`config.mk`:
```
export PLATFORM = sky130hd
export DESIGN_NAME = priority_decoder_reassembler
export DESIGN_NICKNAME = d
export VERILOG_FILES = /design/src/rtl/priority_decoder_reassembler.sv
export SDC_FILE = /design/constraint.sdc
export NUM_CORES = 1
export LEC_CHECK = 0
export BUFFER_PORTS_ARGS = -buffer_cell sky130_fd_sc_hd__clkbuf_2
export CORE_UTILIZATION = 30
export CTS_CLUSTER_DIAMETER = 120
export DETAILED_ROUTE_END_ITERATION = 8
export HOLD_SLACK_MARGIN = 0.1
export PLACE_DENSITY = 0.59
export SLEW_MARGIN = 10
export SYNTH_ARGS = -nofsm -noshare
export SYNTH_HDL_FRONTEND = slang
export SYNTH_SLANG_ARGS = --single-unit
```
`constraint.sdc`:
```
create_clock -name clk -period 3.5 [get_ports clk]
set_input_delay 0.525 -clock clk [delete_from_list [all_inputs] [get_ports clk]]
set_output_delay 0.525 -clock clk [all_outputs]
set_load 0.005 [all_outputs]
```
`src/rtl/priority_decoder_reassembler.sv`:
```
// rtl/priority_decoder_reassembler.sv - rebuilds a request vector from a lowest-first set-bit position stream.
// Beats are OR-decoded into acc; a closing beat loads the registered output and holds it until taken.
module priority_decoder_reassembler #(
  parameter int WIDTH = 4,
  parameter int POS_W = $clog2(WIDTH)
) (
  input  logic               clk,
  input  logic               rst,
  input  logic               in_valid,
  output logic               in_ready,
  input  logic [POS_W-1:0]   in_pos,
  input  logic               in_last,
  input  logic               in_empty,
  output logic               out_valid,
  input  logic               out_ready,
  output logic [WIDTH-1:0]   out_vec,
  output logic [POS_W:0]     out_cnt,
  output logic               out_err
);

  typedef enum logic {ACCUM, HOLD} state_t;

  localparam logic [POS_W:0] WIDTH_V = (POS_W+1)'(WIDTH);

  state_t             state;
  logic [WIDTH-1:0]   acc, nxt_acc, bit_hot;
  logic [POS_W:0]     cnt, nxt_cnt;
  logic [POS_W-1:0]   prev_pos, nxt_prev;
  logic               first, nxt_first;
  logic               err, nxt_err;
  logic               close, in_range;

  assign in_ready = (state == ACCUM) && !rst;
  assign in_range = {1'b0, in_pos} < WIDTH_V;
  assign bit_hot  = WIDTH'(1) << in_pos;

  // Frame state as it would be after accepting the current beat.
  always_comb begin
    nxt_acc   = acc;
    nxt_cnt   = cnt;
    nxt_err   = err;
    nxt_prev  = prev_pos;
    nxt_first = first;
    close     = in_last;
    if (in_empty) begin
      close = 1'b1;
      if (!first) nxt_err = 1'b1;
    end else if (!in_range) begin
      nxt_err = 1'b1;
    end else begin
      nxt_acc = acc | bit_hot;
      if ((acc & bit_hot) == '0) nxt_cnt = cnt + (POS_W+1)'(1);
      if (!first && (in_pos <= prev_pos)) nxt_err = 1'b1;
      nxt_prev  = in_pos;
      nxt_first = 1'b0;
    end
  end

  always_ff @(posedge clk or posedge rst) begin
    if (rst) begin
      state     <= ACCUM;
      acc       <= '0;
      cnt       <= '0;
      err       <= 1'b0;
      first     <= 1'b1;
      prev_pos  <= '0;
      out_valid <= 1'b0;
      out_vec   <= '0;
      out_cnt   <= '0;
      out_err   <= 1'b0;
    end else begin
      case (state)
        ACCUM: begin
          if (in_valid) begin
            acc      <= nxt_acc;
            cnt      <= nxt_cnt;
            err      <= nxt_err;
            prev_pos <= nxt_prev;
            first    <= nxt_first;
            if (close) begin
              out_vec   <= nxt_acc;
              out_cnt   <= nxt_cnt;
              out_err   <= nxt_err;
              out_valid <= 1'b1;
              state     <= HOLD;
            end
          end
        end
        HOLD: begin
          if (out_ready) begin
            out_valid <= 1'b0;
            acc       <= '0;
            cnt       <= '0;
            err       <= 1'b0;
            first     <= 1'b1;
            state     <= ACCUM;
          end
        end
        default: state <= ACCUM;
      endcase
    end
  end

endmodule

```
Word level (Yosys, flattened, before mapping)
Cells that the tools add are included.
Storage, ports and cells
  register bits: 21
Cells by class
  shifts and indexed selects: 1
  add/sub/neg operators: 1
  muxes and demuxes: 27
  bitwise operators: 4
  reduce and logical (&&, ||, !) cells: 10
  order comparisons: 1
  equality and inequality tests: 4
Operators by type and width (count)
  2-to-1 mux 1 bit: 14
  2-to-1 mux 3 bit: 4
  2-to-1 mux 4 bit: 3
  AND reduction 3 bit: 4
  != test 2 bit, second input constant: 4
  case mux 1 bit (2 select lines): 4
  case mux 4 bit (2 select lines): 1
  case mux 3 bit (2 select lines): 1
  bitwise AND 4 bit: 1
  zero test 4 bit: 1
  OR 4 bit: 1
  left shift 1 x 2 -> 4 bit, first input constant: 1
  adder 3 x 1 -> 3 bit, second input constant: 1
  less-or-equal comparator 2 bit: 1
  logical AND 1 bit: 2
  zero test 1 bit: 2
  NOT 1 bit: 2
  AND reduction 2 bit: 1

Depth between registers and ports, before layout
Gate-level depths: netlist of the first run.
  word-level depth: 7
  mapped depth: 7
  gate-level depth less buffers: 6

Worst setup path before layout of the first run
Ideal clock, no wire load.
  path kind: input port to flip-flop
  start point: input in_pos[0]
  end point: register cnt[1]
  data required time: 3378 ps
  setup time: 122 ps
  arrival time: 1539 ps
  stages on the path: 5
  path slack: 1839 ps
  cell sequence: buf_2 -> or2_4 -> o32ai_4 -> o21ai_0 -> a32o_1
On the way
  cells in the longest elaborated chain, start to end: 7
RTL lines
  from (decl): RTL line 11  | input logic [POS_W-1:0] in_pos,
  left shift 1 x 2 -> 4 bit: RTL line 35  | assign bit_hot = WIDTH'(1) << in_pos;
  bitwise AND 4 bit: RTL line 52  | if ((acc & bit_hot) == '0) nxt_cnt = cnt + (POS_W+1)'(1);
  zero test 4 bit: RTL line 52
  2-to-1 mux 3 bit: RTL line 52
  2-to-1 mux 3 bit: RTL line 45  | if (in_empty) begin
  2-to-1 mux 3 bit: RTL line 74  | if (in_valid) begin
  case mux 3 bit (2 select lines): RTL line 72  | case (state)
  to (signal assigned): RTL line 76  | cnt <= nxt_cnt;
  to (decl): RTL line 27  | logic [POS_W:0] cnt, nxt_cnt;
No other way between the ends. The select of a mux whose other input is x is not followed.
A chain may end at the register's enable or synchronous reset.

Final worst setup path of the first run
  start point: register state
  end point: register prev_pos[0]
On the way
  cells in the longest elaborated chain, start to end: 2
RTL lines
  from (decl): RTL line 25  | state_t state;
  from (signal assigned): RTL line 61  | state <= ACCUM;
  from (signal assigned): RTL line 85  | state <= HOLD;
  from (signal assigned): RTL line 96  | state <= ACCUM;
  NOT 1 bit (no source line)
  AND reduction 3 bit (no source line)
  to (signal assigned): RTL line 78  | prev_pos <= nxt_prev;
  to (decl): RTL line 28  | logic [POS_W-1:0] prev_pos, nxt_prev;
No other way between the ends.

==> results.py, run 1 <==
metrics = {
    "sta": {
        "setup_viol": 0,
        "fmax_mhz": 531,
        "slew-limit-headroom_pct": 33.0,
        "period_minus_slack_ps": 1880,
        "tns_ps": 0,
        "max_slew.worst_pin.slew_ps": 999,
        "period_share_pct": 53.9,
        "slew_viol_final": 0,
        "rsz0062_at_grt": "no",
        "finalHoldViolations": 0,
        "fin_skew_ps": 2.99,
    },
    "grt": {
        "antenna_found_initial": 0,
        "grtUsageTotal_pct": 12.7,
        "grt-ovfl-total": 0,
        "grt_pass1_wl_um": 3370,
        "grtUsageMet2_pct": 17.4,
        "grt_pass1_vias": 735,
        "grt_max_degree": 22,
        "grt_busiest_layer": "met1",
        "grtUsageMet3_pct": 4.62,
        "use_met1_pct": 18.5,
    },
    "clocking": {
        "cts_tree": "done",
        "insertion_delay_ps": 310,
        "cts_setup_buffers": 0,
        "clock_sinks": 21,
        "cts_resized": 0,
        "clk_path_buf_depth": 2,
        "cts_buffers": 3,
        "cts_root_buf": "clkbuf_4",
        "clk_pin_slew_ps": 120,
        "cts_hold_buf": 0,
        "htreeDepth": 1,
    },
    "cells_and_area": {
        "final_common_cell": "dfrtp_1",
        "layout_common_cells": "dfrtp_1 (20), clkbuf_2 (17), nand2_1 (13)",
        "diodes": 0,
        "area_growth_pct": 13.7,
        "utilization_pct": 35.9,
        "drive_gt1_share_pct": 24.8,
        "nets": 133,
    },
    "place": {
        "post-dp-hpwl_um": 1540,
        "routabilityCongestion": 0.774,
        "port_buffers": 17,
    },
    "floorplanning": {
        "die_h_um": 61.5,
        "top_level_ports": 18,
        "die_x_um": 61.5,
        "dieArea_um2": 3780,
        "placementRows": 21,
        "core_um2": 3360,
        "start_util_pct": 31.5,
    },
    "power": {
        "powerDensity_nw_per_um2": 556,
        "ir_worst_vdd_mv": 0.276,
        "p_leak_nw": 0.567,
    },
    "worst_setup_path": {
        "cp.required_ps": 3710,
        "crit_type": "reg -> reg",
        "cp_data_arrival_time_ps": 2090,
        "end_kind": "register",
        "ff2ff_path_depth": 2,
        "worstPathMaxFanout": 13,
        "start_kind": "register",
    },
    "run_status": {
        "status": "finished clean",
    },
    "hold_path": {
        "hold_path_class": "in -> async",
    },
    "run": {
        "max_cap_viol_count": 0,
    },
    "synthesis": {
        "yosys.cell_types.count": 30,
        "synth_cells": 104,
        "syn-cell-area_um2": 1060,
        "synth-seq-cells": 21,
        "synth_edf_count": 0,
        "syn_nets": 115,
        "synth-main-ff-cell": "dfrtp_1",
        "ys_async_sr_fraction_pct": 100,
        "yosys_warnings": 0,
        "ys_seq_area_share_pct": 49.6,
        "postSynthAreaPerCell_um2": 10.2,
    },
    "detailed_routing": {
        "drtIter0Drc": 13,
        "ant_nets": 0,
        "route.detailed.drc": 0,
        "vias": 812,
        "firstDrtPassIters": 5,
        "routed_via_density": 4.86,
        "wire_per_inst_um": 12.5,
        "wl_um": 2080,
    },
}
-- synth_stat cells, types with 2 or more instances --
cell type | number | area, um2
a21oi_1 | 10 | 50.1
a31oi_1 | 6 | 37.5
a32o_1 | 2 | 20.0
buf_2 | 2 | 10.0
dfrtp_1 | 20 | 500
ha_1 | 3 | 37.5
inv_1 | 9 | 33.8
mux2_4 | 2 | 30.0
nand2_1 | 13 | 48.8
nand2b_1 | 3 | 18.8
nor2_1 | 3 | 11.3
nor2b_1 | 2 | 12.5
nor3_1 | 3 | 15.0
o21ai_0 | 10 | 50.1
-- stage by stage --
step	cell area (um2)	instances	worst slack [ps]	hold slack, ps	total power [mW]
2_1_floorplan	1060	104	1840	471	0.489
3_3_place_gp	1180	163	1600	471	0.556
3_5_place_dp	1180	163	1570	476	0.562
4_1_cts	1210	167	1620	372	0.681
5_1_grt	1210	167	1520	402	0.727
6_report	1210	167	1620	341	0.671
-- cell families (layout without fill, tap and decap cells) --
logic type | count (synthesis) | in the layout | synth area share [%]
XOR/XNOR | 1 | 1 | 0.826
multiplexers | 4 | 4 | 4.83
flip-flops | 21 | 21 | 49.6
AND/OR/NAND/NOR | 27 | 27 | 12.3
AO/OA/AOI/OAI | 35 | 35 | 23.4
adder cells (fa/ha/maj) | 3 | 3 | 3.54
buffers and inverters | 13 | 30 | 5.54
-- sequential cells by signal, indices dropped and copies added (netlist names) --
register,flops
acc,4
out_vec,4
cnt,3
out_cnt,3
prev_pos,2
err,1
first,1
out_err,1
out_valid,1
state,1
-- where the power goes --
group | switching (mW) | leakage (nW) | internal, mW
logic | 0.102 | 0.287 | 0.0978
clock network | 0.0766 | 0.0177 | 0.0427
registers | 0.0429 | 0.263 | 0.309
-- layout make-up --
class                           count  area, um2
Timing Repair Buffer               17       85.1
Clock buffer                        3       22.5
Fill cell                         381       2160
Tap cell                           46       57.6
Inverter                            9       33.8
Sequential cell                    21        527
Clock inverter                      1       5.00
Multi-Input combinational cell     70        475
-- final timing paths --
kind / slack [ps] / to / start
worst max-delay path: 1620 / prev_pos[0] / state
worst min-delay path: 340 / cnt[0] / rst
worst max register to register: 1620 / prev_pos[0] / state
worst min register to register: 490 / out_cnt[0] / out_cnt[0]
max in group asynchronous: 2670 / prev_pos[0] / rst
min in group clk: 480 / err / out_ready
-- worst max-delay path, stage by stage, from the launching register on --
cell     delay, ps
dfrtp_1        550
nor3_1         820
mux2_2         410
-- layer usage --
layer | vias to the layer above | routed length [um]
met3 | 6 | 146
li1 | 401 | -
met4 | 0 | 32
met5 | - | 0
met1 | 378 | 1020
met2 | 27 | 885
Power figures use the tool's default switching activity.
==> run 2: changes to the inputs <==
--- a/config.mk
+++ b/config.mk
@@ -10,7 +10,7 @@
 export CTS_CLUSTER_DIAMETER = 120
 export DETAILED_ROUTE_END_ITERATION = 8
 export HOLD_SLACK_MARGIN = 0.1
-export PLACE_DENSITY = 0.59
+export PLACE_DENSITY = 0.61
 export SLEW_MARGIN = 10
 export SYNTH_ARGS = -nofsm -noshare
 export SYNTH_HDL_FRONTEND = slang
==> constraint.sdc (replaced) <==
create_clock -name clk -period 1.65 [get_ports clk]
set_input_delay 0.2475 -clock clk [delete_from_list [all_inputs] [get_ports clk]]
set_output_delay 0.2475 -clock clk [all_outputs]
set_load 0.005 [all_outputs]
==> run 2 against run 1 <==
- setup slack worse by 1400 ps
- combinational power is 130% higher
- global-route usage is 0.62 points higher
- non-clock buffer count is 5 higher
- clock-buffer cell count stayed put
- cell area is 3.3% higher
- critical path depth is 1 higher
- flip-flop and latch count stayed put
- via count is 0.99% higher
- critical endpoint is now in_ready
- register-to-register slack worse by 1400 ps
- sequential power is 110% higher
- critical path type is now reg -> out
- largest power group unchanged
==> results.py, run 2 (synthesis gave the netlist of run 1 again) <==
metrics = {
    "worst_setup_path": {
        "regToRegEndpoint": "cnt[1]",
        "crit_type": "reg -> out",
        "ff2ff_path_depth": 4,
        "cp_data_arrival_time_ps": 1200,
        "end_kind": "output port",
        "endpoint": "in_ready",
        "cp.required_ps": 1400,
        "start_kind": "register",
        "crit_path_start": "state",
        "r2r-start": "acc[0]",
        "r2r_setup_slack_ps": 210,
        "worstPathMaxFanout": 8,
    },
    "cells_and_area": {
        "largestRegisters": "acc: 4 flops, out_vec: 4 flops",
        "fill_cells": 370,
        "final_common_cell": "dfrtp_1",
        "multi_input_area_um2": 475,
        "drive_gt1_share_pct": 27.0,
        "final_cells": 172,
        "layout_common_cells": "dfrtp_1 (20), clkbuf_2 (17), nand2_1 (13)",
        "diodes": 0,
        "seqCellArea_um2": 527,
        "nets": 138,
        "area_growth_pct": 17.5,
    },
    "place": {
        "post-dp-hpwl_um": 1720,
        "dp.cells": 167,
        "routabilityCongestion": 0.900,
        "port_buffers": 17,
    },
    "detailed_routing": {
        "ant_nets": 0,
        "wl_um": 2210,
        "route.detailed.drc": 0,
        "wire_per_inst_um": 12.9,
        "routed_via_density": 4.77,
        "top_layer_used": "met4",
        "drtIter0Drc": 21,
        "dr_wl_met3_um": 80,
        "m1WireLength_um": 1110,
        "wl_met2_um": 1010,
        "firstDrtPassIters": 4,
        "vias": 820,
    },
    "floorplanning": {
        "start_util_pct": 31.5,
        "die_h_um": 61.5,
        "core_um2": 3360,
        "top_level_ports": 18,
        "placementRows": 21,
        "die_x_um": 61.5,
        "dieArea_um2": 3780,
    },
    "sta": {
        "finalHoldViolations": 0,
        "tns_ps": 0,
        "slew-limit-headroom_pct": 77.8,
        "period_share_pct": 87.6,
        "setup_viol": 0,
        "slew_viol_final": 0,
        "fin_skew_ps": 4.94,
        "max_slew.worst_pin.slew_ps": 331,
        "rsz0062_at_grt": "no",
        "period_minus_slack_ps": 1450,
        "fmax_mhz": 692,
    },
    "grt": {
        "antenna_found_initial": 0,
        "grt_max_degree": 22,
        "grtUsageTotal_pct": 13.4,
        "grt-ovfl-total": 0,
        "grt_pass1_vias": 759,
        "grt_pass1_wl_um": 3520,
    },
    "hold_path": {
        "whs_path_depth": 2,
        "hold_path_class": "in -> reg",
    },
    "clocking": {
        "clk_path_buf_depth": 2,
        "htreeDepth": 1,
        "cts_root_buf": "clkbuf_4",
        "cts_resized": 0,
        "cts_buffers": 3,
        "cts_tree": "done",
        "cts_setup_buffers": 0,
        "clk_pin_slew_ps": 120,
        "clock_sinks": 21,
        "cts_hold_buf": 1,
        "insertion_delay_ps": 310,
    },
    "power": {
        "pwr-share-seq_pct": 51.4,
        "comb_power_share_pct": 31.2,
        "p_leak_nw": 0.591,
        "powerDensity_nw_per_um2": 1160,
        "swShare_pct": 33.3,
        "clock_power_share_pct": 17.4,
        "ir_worst_vdd_mv": 0.685,
        "switching_power_mw": 0.482,
        "cell_internal_pwr_mw": 0.966,
    },
    "run": {
        "max_cap_viol_count": 0,
    },
    "run_status": {
        "status": "finished clean",
    },
}
## run 2: cell count changes in the layout (fill, tap and decap cells not counted)
cell and change:
dlygate4sd3_1 +1, buf_4 +4
## run 2: power by group through the flow
stage	sequential (mW)	combinational (mW)	clock, mW
CTS	0.746	0.458	0.263
finish	0.744	0.452	0.253
floorplan	0.742	0.295	0
global route	0.766	0.520	0.282
global placement	0.748	0.438	0
detailed placement	0.758	0.454	0
## run 2: metrics by stage
step	utilization, %	instance area (um2)	total power, mW	hold WS (ps)	worst slack, ps
finish	37.1	1250	1.45	199	205
global route	37.1	1250	1.57	196	74.2
CTS	37.1	1250	1.47	185	191
detailed placement	35.9	1210	1.21	298	98.0
global placement	35.9	1210	1.19	282	128
floorplan	-	1060	1.04	223	241
## run 2: layout make-up
cell class	instances	area share [%]
repair buffers	22	10.0
flip-flops and latches	21	42.3
clock inverters	1	0.402
well taps	46	4.62
clock buffers	3	1.81
inverters	9	2.71
multi-input cells	70	38.2
## run 2: critical path, stage by stage, from the launching register on
cell and delay, ps:
dfrtp_1 490, buf_4 200, nor2_1 100, clkbuf_2 110
## run 2: metal layers
| metal | global-route usage (%) | vias to the layer above |
|---|---|---|
| met3 | 4.41 | 4 |
| met4 | 3.49 | 0 |
| li1 | - | 411 |
| met2 | 19.9 | 15 |
| met1 | 18.7 | 390 |
| met5 | 0 | - |
## run 2: how the worst min path moves through the flow
stage	start	to
detailed placement	rst	out_valid
global placement	rst	out_valid
CTS	out_ready	err
global route	out_ready	err
floorplan	rst	acc[0]
finish	out_ready	err
==> run 3: changes to the inputs <==
--- a/config.mk
+++ b/config.mk
@@ -6,11 +6,13 @@
 export NUM_CORES = 1
 export LEC_CHECK = 0
 export BUFFER_PORTS_ARGS = -buffer_cell sky130_fd_sc_hd__clkbuf_2
+export CELL_PAD_IN_SITES_DETAIL_PLACEMENT = 1
+export CELL_PAD_IN_SITES_GLOBAL_PLACEMENT = 1
 export CORE_UTILIZATION = 30
 export CTS_CLUSTER_DIAMETER = 120
 export DETAILED_ROUTE_END_ITERATION = 8
 export HOLD_SLACK_MARGIN = 0.1
-export PLACE_DENSITY = 0.61
+export PLACE_DENSITY = 0.72
 export SLEW_MARGIN = 10
 export SYNTH_ARGS = -nofsm -noshare
 export SYNTH_HDL_FRONTEND = slang
==> run 3 against run 2 <==
- global-route usage increased by 1.5 points
- via count increased by 3.0%
- non-clock buffer count increased by 1
- highest routed layer unchanged
- critical path type unchanged
- clock skew decreased by 3.4 ps
- flip-flop and latch count unchanged
- largest cell class unchanged
- core utilization increased by 0.19 points
- setup slack got worse by 29 ps
- first-iteration DRC count decreased by 57%
- sequential share of layout area decreased by 0.21 points
==> results.py, run 3 (synthesis gave the netlist of run 1 again) <==
metrics = {
    "cells_and_area": {
        "seqCellArea_um2": 527,
        "final_common_cell": "dfrtp_1",
        "largestRegisters": "acc: 4 flops, out_vec: 4 flops",
        "fill_cells": 423,
        "area_growth_pct": 18.0,
        "utilization_pct": 37.2,
        "diodes": 0,
        "drive_gt1_share_pct": 26.8,
        "nets": 139,
        "fin_area_um2": 1250,
        "layout_common_cells": "dfrtp_1 (20), clkbuf_2 (17), nand2_1 (13)",
        "multi_input_area_um2": 475,
    },
    "place": {
        "pre_cts_ws_ps": 78.8,
        "routabilityCongestion": 0.883,
        "post-dp-hpwl_um": 1920,
        "port_buffers": 17,
        "placed_area_um2": 1220,
    },
    "grt": {
        "grt_max_degree": 22,
        "grtUsageTotal_pct": 14.9,
        "grtUsageMet3_pct": 2.10,
        "grtUsageMet2_pct": 23.9,
        "grt-ovfl-total": 0,
        "grt_pass1_vias": 867,
        "grt_busiest_layer": "met2",
        "antenna_found_initial": 0,
        "use_met1_pct": 20.8,
        "grt_pass1_wl_um": 4060,
    },
    "sta": {
        "finalHoldViolations": 0,
        "period_minus_slack_ps": 1470,
        "fin_skew_ps": 1.57,
        "tns_ps": 0,
        "max_slew.worst_pin.slew_ps": 394,
        "slew_viol_final": 0,
        "setup_viol": 0,
        "layout_setup_ws_ps": 176,
        "slew-limit-headroom_pct": 73.6,
        "rsz0062_at_grt": "no",
        "holdWs_ps": 217,
        "fmax_mhz": 678,
        "period_share_pct": 89.3,
    },
    "floorplanning": {
        "dieArea_um2": 3780,
        "start_util_pct": 31.5,
        "die_h_um": 61.5,
        "top_level_ports": 18,
        "placementRows": 21,
        "core_um2": 3360,
        "die_x_um": 61.5,
    },
    "clocking": {
        "cts_hold_buf": 1,
        "cts_root_buf": "clkbuf_4",
        "clock_sinks": 21,
        "cts_setup_buffers": 0,
        "cts_tree": "done",
        "clk_pin_slew_ps": 120,
        "insertion_delay_ps": 300,
        "htreeDepth": 1,
        "cts_resized": 0,
        "clk_path_buf_depth": 2,
        "cts_buffers": 3,
    },
    "power": {
        "clock_power_share_pct": 17.7,
        "comb_power_share_pct": 31.3,
        "p_leak_nw": 0.593,
        "cell_internal_pwr_mw": 0.972,
        "pwr-share-seq_pct": 51.1,
        "swShare_pct": 33.6,
        "powerDensity_nw_per_um2": 1170,
        "ir_worst_vdd_mv": 0.469,
        "switching_power_mw": 0.492,
    },
    "detailed_routing": {
        "vias": 845,
        "wl_um": 2510,
        "routed_via_density": 4.88,
        "drtIter0Drc": 9,
        "wire_per_inst_um": 14.5,
        "route.detailed.drc": 0,
        "firstDrtPassIters": 4,
        "ant_nets": 0,
    },
    "worst_setup_path": {
        "cp_slowest_stage_delay_ps": 500,
        "start_kind": "register",
        "cp_slowest_cell": "dfrtp_1",
        "cp_data_arrival_time_ps": 1230,
        "end_kind": "output port",
        "cp_cell_sequence": "buf_4 -> nor2_1 -> clkbuf_2",
        "worstPathMaxFanout": 8,
        "cp.required_ps": 1400,
        "crit_type": "reg -> out",
    },
    "run": {
        "max_cap_viol_count": 0,
    },
    "hold_path": {
        "hold_path_class": "in -> reg",
    },
    "run_status": {
        "status": "finished clean",
    },
}
## run 3: final timing paths
path / start / end / slack, ps / cells past startpoint
hold reg to reg: out_cnt[0] / out_cnt[0] / 490 / 2
setup reg to reg: acc[0] / cnt[1] / 200 / 4
setup / recovery: state / in_ready / 180 / 3
max in group asynchronous: rst / first / 870 / 4
min in group asynchronous: rst / out_valid / 510 / 4
hold / removal: out_ready / acc[3] / 220 / 2
## run 3: per-layer routing
layer | vias to the layer above | wire (um) | share of wire (%)
met5 | - | 0 | 0
met4 | 0 | 31 | 1.2
met3 | 5 | 67 | 2.7
met2 | 15 | 1170 | 47
met1 | 412 | 1240 | 49
li1 | 413 | - | -
## run 3: layout make-up
| type | count | share of cell area [%] |
|---|---|---|
| timing repair buffer | 23 | 10.6 |
| clock buffer | 4 | 2.10 |
| multi-input combinational | 70 | 38.0 |
| inverter | 9 | 2.70 |
| tap | 46 | 4.60 |
| sequential | 21 | 42.1 |
## run 3: metrics by stage
stage / power [mW] / instances
after floorplan: 1.04 / 104
after global placement: 1.19 / 168
after detailed placement: 1.22 / 168
after CTS: 1.48 / 173
after global routing: 1.57 / 173
final: 1.46 / 173
## run 3: power by group through the flow
stage               Combinational, mW  Clock [mW]  Sequential, mW
floorplan                       0.295           0           0.742
global placement                0.442           0           0.749
global route                    0.522       0.284           0.769
CTS                             0.464       0.263           0.751
detailed placement              0.459           0           0.762
finish                          0.458       0.259           0.748
## run 3: critical path: cells and delay by family (launching register included)
| kind | cells | cell delay (ps) |
|---|---|---|
| flops | 1 | 500 |
| buf+inv | 2 | 320 |
| simple gates | 1 | 100 |
